[src/rtl/vu_vmu_dcache_arb.sv]
// Purpose: store-first arbiter putting the vector load (lrq) and store (srq) request queues onto the single D$ port.
// Latency: 0 cycles; the request path from lrq/srq to dcachereq is purely combinational.
// Backpressure: dcachereq_rdy=0 holds the current selection and keeps both deq_rdy low; loads also stall at MAX_LD_OUT.
//
// Ports:
//   clk, reset                      clock, asynchronous active-high reset
//   lrq_deq_bits/_val/_rdy          load request {addr[27:0], tag[7:0]}
//   srq_deq_bits/_val/_rdy          store request {addr[27:0], wmask[15:0], data[127:0]}
//   dcachereq_addr/_tag/_data/_wmask/_op/_val/_rdy   D$ request port
//   dcacheresp_tag/_val             D$ response; tag[11] set marks a store response (ignored)
//   fence_req, fence_done           drain fence: level request, one-cycle completion pulse
//   busy                            loads in flight or either queue has a request
// Optional: define VMU_DCACHE_ARB_PERF_EN to add perf_ld_grants, perf_st_grants, perf_ld_stall.
module vu_vmu_dcache_arb #(
  parameter int STORE_RUN_MAX = 8,
  parameter int MAX_LD_OUT    = 256,
  parameter int OUT_W         = 9
) (
  input  logic          clk,
  input  logic          reset,
  input  logic [35:0]   lrq_deq_bits,
  input  logic          lrq_deq_val,
  output logic          lrq_deq_rdy,
  input  logic [171:0]  srq_deq_bits,
  input  logic          srq_deq_val,
  output logic          srq_deq_rdy,
  output logic [27:0]   dcachereq_addr,
  output logic [11:0]   dcachereq_tag,
  output logic [127:0]  dcachereq_data,
  output logic [15:0]   dcachereq_wmask,
  output logic [3:0]    dcachereq_op,
  output logic          dcachereq_val,
  input  logic          dcachereq_rdy,
  input  logic [11:0]   dcacheresp_tag,
  input  logic          dcacheresp_val,
  input  logic          fence_req,
  output logic          fence_done,
  output logic          busy
`ifdef VMU_DCACHE_ARB_PERF_EN
  ,
  output logic [31:0]   perf_ld_grants,
  output logic [31:0]   perf_st_grants,
  output logic [31:0]   perf_ld_stall
`endif
);

  localparam logic [1:0] ST_RUN   = 2'd0;
  localparam logic [1:0] ST_FENCE = 2'd1;
  localparam logic [1:0] ST_DONE  = 2'd2;

  localparam logic [OUT_W-1:0] OUT_MAX = OUT_W'(MAX_LD_OUT);
  localparam logic [7:0]       RUN_MAX = 8'(STORE_RUN_MAX);

  typedef struct packed {
    logic [27:0] addr;
    logic [7:0]  tag;
  } ld_req_t;

  typedef struct packed {
    logic [27:0]  addr;
    logic [15:0]  wmask;
    logic [127:0] data;
  } st_req_t;

  ld_req_t          ld_req;
  st_req_t          st_req;
  logic [1:0]       state, state_nxt;
  logic [OUT_W-1:0] outstanding, out_nxt;
  logic [7:0]       store_run;
  logic             grant_en, ld_ok, st_ok, sel_ld, sel_st;
  logic             ld_fire, st_fire, ld_resp;
  logic             resp_tag_unused;

  assign ld_req = lrq_deq_bits;
  assign st_req = srq_deq_bits;

  // Only tag[11] matters here; load tags are tracked by the reorder queue.
  assign resp_tag_unused = ^dcacheresp_tag[10:0];

  // Grants stop in the very cycle fence_req is seen, not one cycle later,
  // and are held off entirely while reset is asserted.
  assign grant_en = ~reset & (state == ST_RUN) & ~fence_req;
  assign ld_ok    = lrq_deq_val & (outstanding < OUT_MAX) & grant_en;
  assign st_ok    = srq_deq_val & grant_en;

  // Stores win unless they have used up their run while a load waits.
  assign sel_ld   = ld_ok & (~st_ok | (store_run == RUN_MAX));
  assign sel_st   = st_ok & ~sel_ld;

  assign dcachereq_val   = sel_ld | sel_st;
  assign lrq_deq_rdy     = sel_ld & dcachereq_rdy;
  assign srq_deq_rdy     = sel_st & dcachereq_rdy;
  assign ld_fire         = lrq_deq_rdy;
  assign st_fire         = srq_deq_rdy;

  assign dcachereq_addr  = sel_st ? st_req.addr : ld_req.addr;
  assign dcachereq_tag   = sel_st ? 12'h800 : {4'd0, ld_req.tag};
  assign dcachereq_op    = sel_st ? 4'b0001 : 4'b0000;
  assign dcachereq_data  = st_req.data;
  assign dcachereq_wmask = st_req.wmask;

  assign ld_resp    = dcacheresp_val & ~dcacheresp_tag[11];
  assign fence_done = (state == ST_DONE);
  assign busy       = (outstanding != '0) | lrq_deq_val | srq_deq_val;

  // A response arriving in the same cycle as a load fire cancels out; a stray
  // response with nothing outstanding (e.g. left over from before a reset) is dropped.
  always_comb begin
    out_nxt = outstanding;
    if (ld_fire & ~ld_resp) begin
      out_nxt = outstanding + OUT_W'(1);
    end else if (ld_resp & ~ld_fire & (outstanding != '0)) begin
      out_nxt = outstanding - OUT_W'(1);
    end
  end

  // The fence completes on the post-update count, so the last response moves straight to DONE.
  always_comb begin
    state_nxt = state;
    case (state)
      ST_RUN:   if (fence_req) state_nxt = ST_FENCE;
      ST_FENCE: if (out_nxt == '0) state_nxt = ST_DONE;
      ST_DONE:  state_nxt = ST_RUN;
      default:  state_nxt = ST_RUN;
    endcase
  end

  always_ff @(posedge clk or posedge reset) begin
    if (reset) begin
      state       <= ST_RUN;
      outstanding <= '0;
      store_run   <= '0;
    end else begin
      state       <= state_nxt;
      outstanding <= out_nxt;
      // The run only counts stores that actually overtook a waiting load.
      if (~lrq_deq_val | ld_fire) begin
        store_run <= '0;
      end else if (st_fire & (store_run != RUN_MAX)) begin
        store_run <= store_run + 8'd1;
      end
    end
  end

`ifdef VMU_DCACHE_ARB_PERF_EN
  always_ff @(posedge clk or posedge reset) begin
    if (reset) begin
      perf_ld_grants <= '0;
      perf_st_grants <= '0;
      perf_ld_stall  <= '0;
    end else begin
      if (ld_fire)                 perf_ld_grants <= perf_ld_grants + 32'd1;
      if (st_fire)                 perf_st_grants <= perf_st_grants + 32'd1;
      if (lrq_deq_val & ~ld_fire)  perf_ld_stall  <= perf_ld_stall + 32'd1;
    end
  end
`endif

endmodule

[config.mk]
export PLATFORM = sky130hd
export DESIGN_NAME = vu_vmu_dcache_arb
export DESIGN_NICKNAME = d
export VERILOG_FILES = /design/src/rtl/vu_vmu_dcache_arb.sv
export SDC_FILE = /design/constraint.sdc
export NUM_CORES = 1
export LEC_CHECK = 0
export CORE_AREA = 2 2 165 167
export CTS_CLUSTER_SIZE = 14
export DETAILED_ROUTE_END_ITERATION = 6
export DIE_AREA = 0 0 167 169
export PLACE_DENSITY = 0.54
export REMOVE_ABC_BUFFERS = 1
export SETUP_SLACK_MARGIN = 0.1
export SLEW_MARGIN = 20
export SYNTH_ARGS = -nofsm -noshare
export SYNTH_HDL_FRONTEND = slang
export SYNTH_SLANG_ARGS = --single-unit
[constraint.sdc]
create_clock -name clk -period 2.58 [get_ports clk]
set_input_delay 0.516 -clock clk [delete_from_list [all_inputs] [get_ports clk]]
set_output_delay 0.516 -clock clk [all_outputs]
set_load 0.03 [all_outputs]
==> flow_summary.ini <==
[final_layout]
final_cells = 743
final_cell_mix = nand2_1 (82), clkdlybuf4s50_1 (68), buf_4 (61), buf_6 (21), dfrtp_1 (17)
nNetsFinal = 635
syn_to_final_growth_pct = 37.9
antenna_cells = 0
drive_gt1_share_pct = 38.3
layout_commonest_cell = nand2_1

[setup_path]
crit_required_ns = 2.77
setup.worst_path.class = flop to flop
cp_data_arrival_time_ns = 2.91
start_kind = flop
critPathMaxFanout = 8
endpoint_kind = flop

[clock_network]
ctsRootBufferMaster = clkbuf_16
cts_tree = done
clock-sinks = 19
h-tree-depth = 1
hold_buffers = 0
path_clk_slew_ns = 0.06
cts_buffers = 3
cts_buffer_depth = 2
clkLatencyLatePin_ns = 0.26

[hold_path]
hp-class = input port to async pin

[power_and_ir_drop]
p_total_mw = 1.79
power_density_nw_per_um2 = 461
p_int_mw = 1.05
p_leak_nw = 1.68
swShare_pct = 41.7
clkPwrFrac_pct = 18.6
ir_drop_v = 0.000253
power_switching_mw = 0.748
combPwrFrac_pct = 52.0
seq_power_share_pct = 29.3

[synthesis]
netlist_instances = 388
yosysUniqueCellTypes = 46
synth_edf_count = 0
synth_area_um2 = 2820
ys_ff_latch = 19
ys_async_sr_fraction_pct = 100
seq_area_frac_synth_pct = 16.9
avgSynthCellArea_um2 = 7.27
yosys_warnings = 0
synth_ff_type = dfrtp_1

[detailed_routing]
first_pass_iters = 4
route.detailed.drc = 0
drt-initial-drc-count = 184
wl_mm = 35.2
dr_total_vias = 2748
detail_route.vias_per_cell = 3.70
wl_per_cell_um = 47.4
drtAntennaViolNets = 0

[run]
cap_viol_max_count = 0

[timing]
fmax_mhz = 367
setup_viol = 39
post-route-period-util_pct = 106
fin_crit_ns = 2.72
rsz0062_at_grt = yes
maxSlewViolCount = 0
tns_ns = -2.67
worst_pin_slew_ns = 0.816
slew_headroom_pct = 45.6
clock_skew_ns = 0.00592
finalWorstSetupSlack_ns = -0.142
hold_violations = 0

[floorplan]
row_count = 60
ioPinCount = 420
initial_core_util_pct = 10.6
coreArea_um2 = 26500
die_h_um = 169
die_x_um = 167
die_area_um2 = 28200

[grt]
gr-usage-met2_pct = 44.2
grt_start_max_net_pins = 22
antenna_found_initial = 0
grt_pass1_wl_mm = 40.0
grt_use_total_pct = 23.6
grt-busiest-layer = met2
first_global_vias = 2394
use_met3_pct = 32.9
overflow = 0
met1_usage_pct = 10.5

[placement]
gp_congestion = 0.940
hpwlAfterDp_mm = 33.0
port_buffers = 114
dp.cells = 729

[outcome]
violations = setup timing
status = finished with violations
[power by group through the flow]
stage | Combinational (mW) | Clock (mW) | Sequential (mW)
2_1_floorplan | 0.443 | 0 | 0.460
3_3_place_gp | 0.791 | 0 | 0.480
6_report | 0.933 | 0.334 | 0.526
5_1_grt | 0.995 | 0.354 | 0.532
4_1_cts | 0.827 | 0.337 | 0.495
3_5_place_dp | 0.792 | 0 | 0.484
[through the flow]
step / hold slack (ns) / area, µm² / util (%) / setup WS (ns)
finish: 0.450 / 3890 / 14.7 / -0.142
global route: 0.525 / 3890 / 14.7 / -0.245
CTS: 0.573 / 3660 / 13.8 / -0.184
detailed placement: 0.559 / 3470 / 13.1 / -0.747
global placement: 0.536 / 3470 / 13.1 / -0.697
floorplan: 0.467 / 1660 / - / -1.67
[sequential cells by signal, summed over array words and instances, names as in the netlist]
| register | count |
|---|---|
| store_run | 8 |
| outstanding | 9 |
| state | 2 |
[Yosys cell counts (2+ instances only)]
library cell	n	area, µm²
o21ai_1	2	10.0
o22ai_1	2	12.5
o21ai_0	2	10.0
or3_1	3	18.8
o311ai_1	2	17.5
nor2b_1	2	12.5
nor4_1	3	18.8
nor3_1	2	10.0
nand2_1	95	357
ha_1	5	62.6
dfrtp_1	19	475
nor2_1	13	48.8
and2_1	9	56.3
inv_1	11	41.3
o211ai_1	3	22.5
o22a_1	2	17.5
a21oi_1	3	15.0
or4_1	2	15.0
buf_4	153	1150
xnor2_1	5	43.8
clkbuf_1	7	26.3
nand3_1	13	65.1
xor2_1	6	52.6
and3_1	2	12.5
[path summary, 6_finish.rpt]
kind | startpoint | end | slack, ns | cells past startpoint
max in group asynchronous | reset | outstanding[1]$_DFF_PP0_ | 1.57 | 2
worst min register to register | store_run[7]$_DFFE_PP0P_ | store_run[7]$_DFFE_PP0P_ | 0.56 | 2
min in group clk | store_run[7]$_DFFE_PP0P_ | store_run[7]$_DFFE_PP0P_ | 0.56 | 2
worst max-delay path | store_run[0]$_DFFE_PP0P_ | state[1]$_DFFE_PP0P_ | -0.14 | 12
worst min-delay path | reset | outstanding[5]$_DFF_PP0_ | 0.45 | 2
worst max register to register | store_run[0]$_DFFE_PP0P_ | state[1]$_DFFE_PP0P_ | -0.14 | 12
[kinds of logic after synthesis]
kind of cell | count (synthesis) | synth area share (%)
AO/OA/AOI/OAI | 25 | 7.46
XOR/XNOR | 13 | 4.57
adder cells (fa/ha/maj) | 5 | 2.22
buffers and inverters | 171 | 43.1
flip-flops | 19 | 16.9
multiplexers | 1 | 0.355
other | 1 | 0.133
AND/OR/NAND/NOR | 153 | 25.3
[critical path, stage by stage (launching register included)]
cell and delay [ns]:
dfrtp_1 0.39, inv_2 0.08, ha_4 0.12, nor4b_4 0.21, buf_4 0.16, a311oi_2 0.08, buf_4 0.18, buf_4 0.15
or4_4 0.59, o22ai_4 0.15, xnor2_2 0.12, nor3_2 0.20, and4b_1 0.22
[per-layer routing]
metal	up-vias	share of wire, %
li1	1108	-
met1	1182	16
met2	430	52
met3	26	29
met4	2	2.4
met5	-	0.31
[timing repair]
action,4_1_cts,5_1_grt
setup buffers,4,6
gates resized for setup,87,56
pin swaps,13,15
endpoints found under the setup margin,53,50
[layout make-up]
cell class,instances,area [µm²]
repair buffers,165,1500
well taps,341,427
fillers,3019,22600
multi-input cells,203,1360
flip-flops and latches,19,478
inverters,11,45.0
clock buffers,4,78.8
No activity file was read; power rests on OpenSTA's default activity.
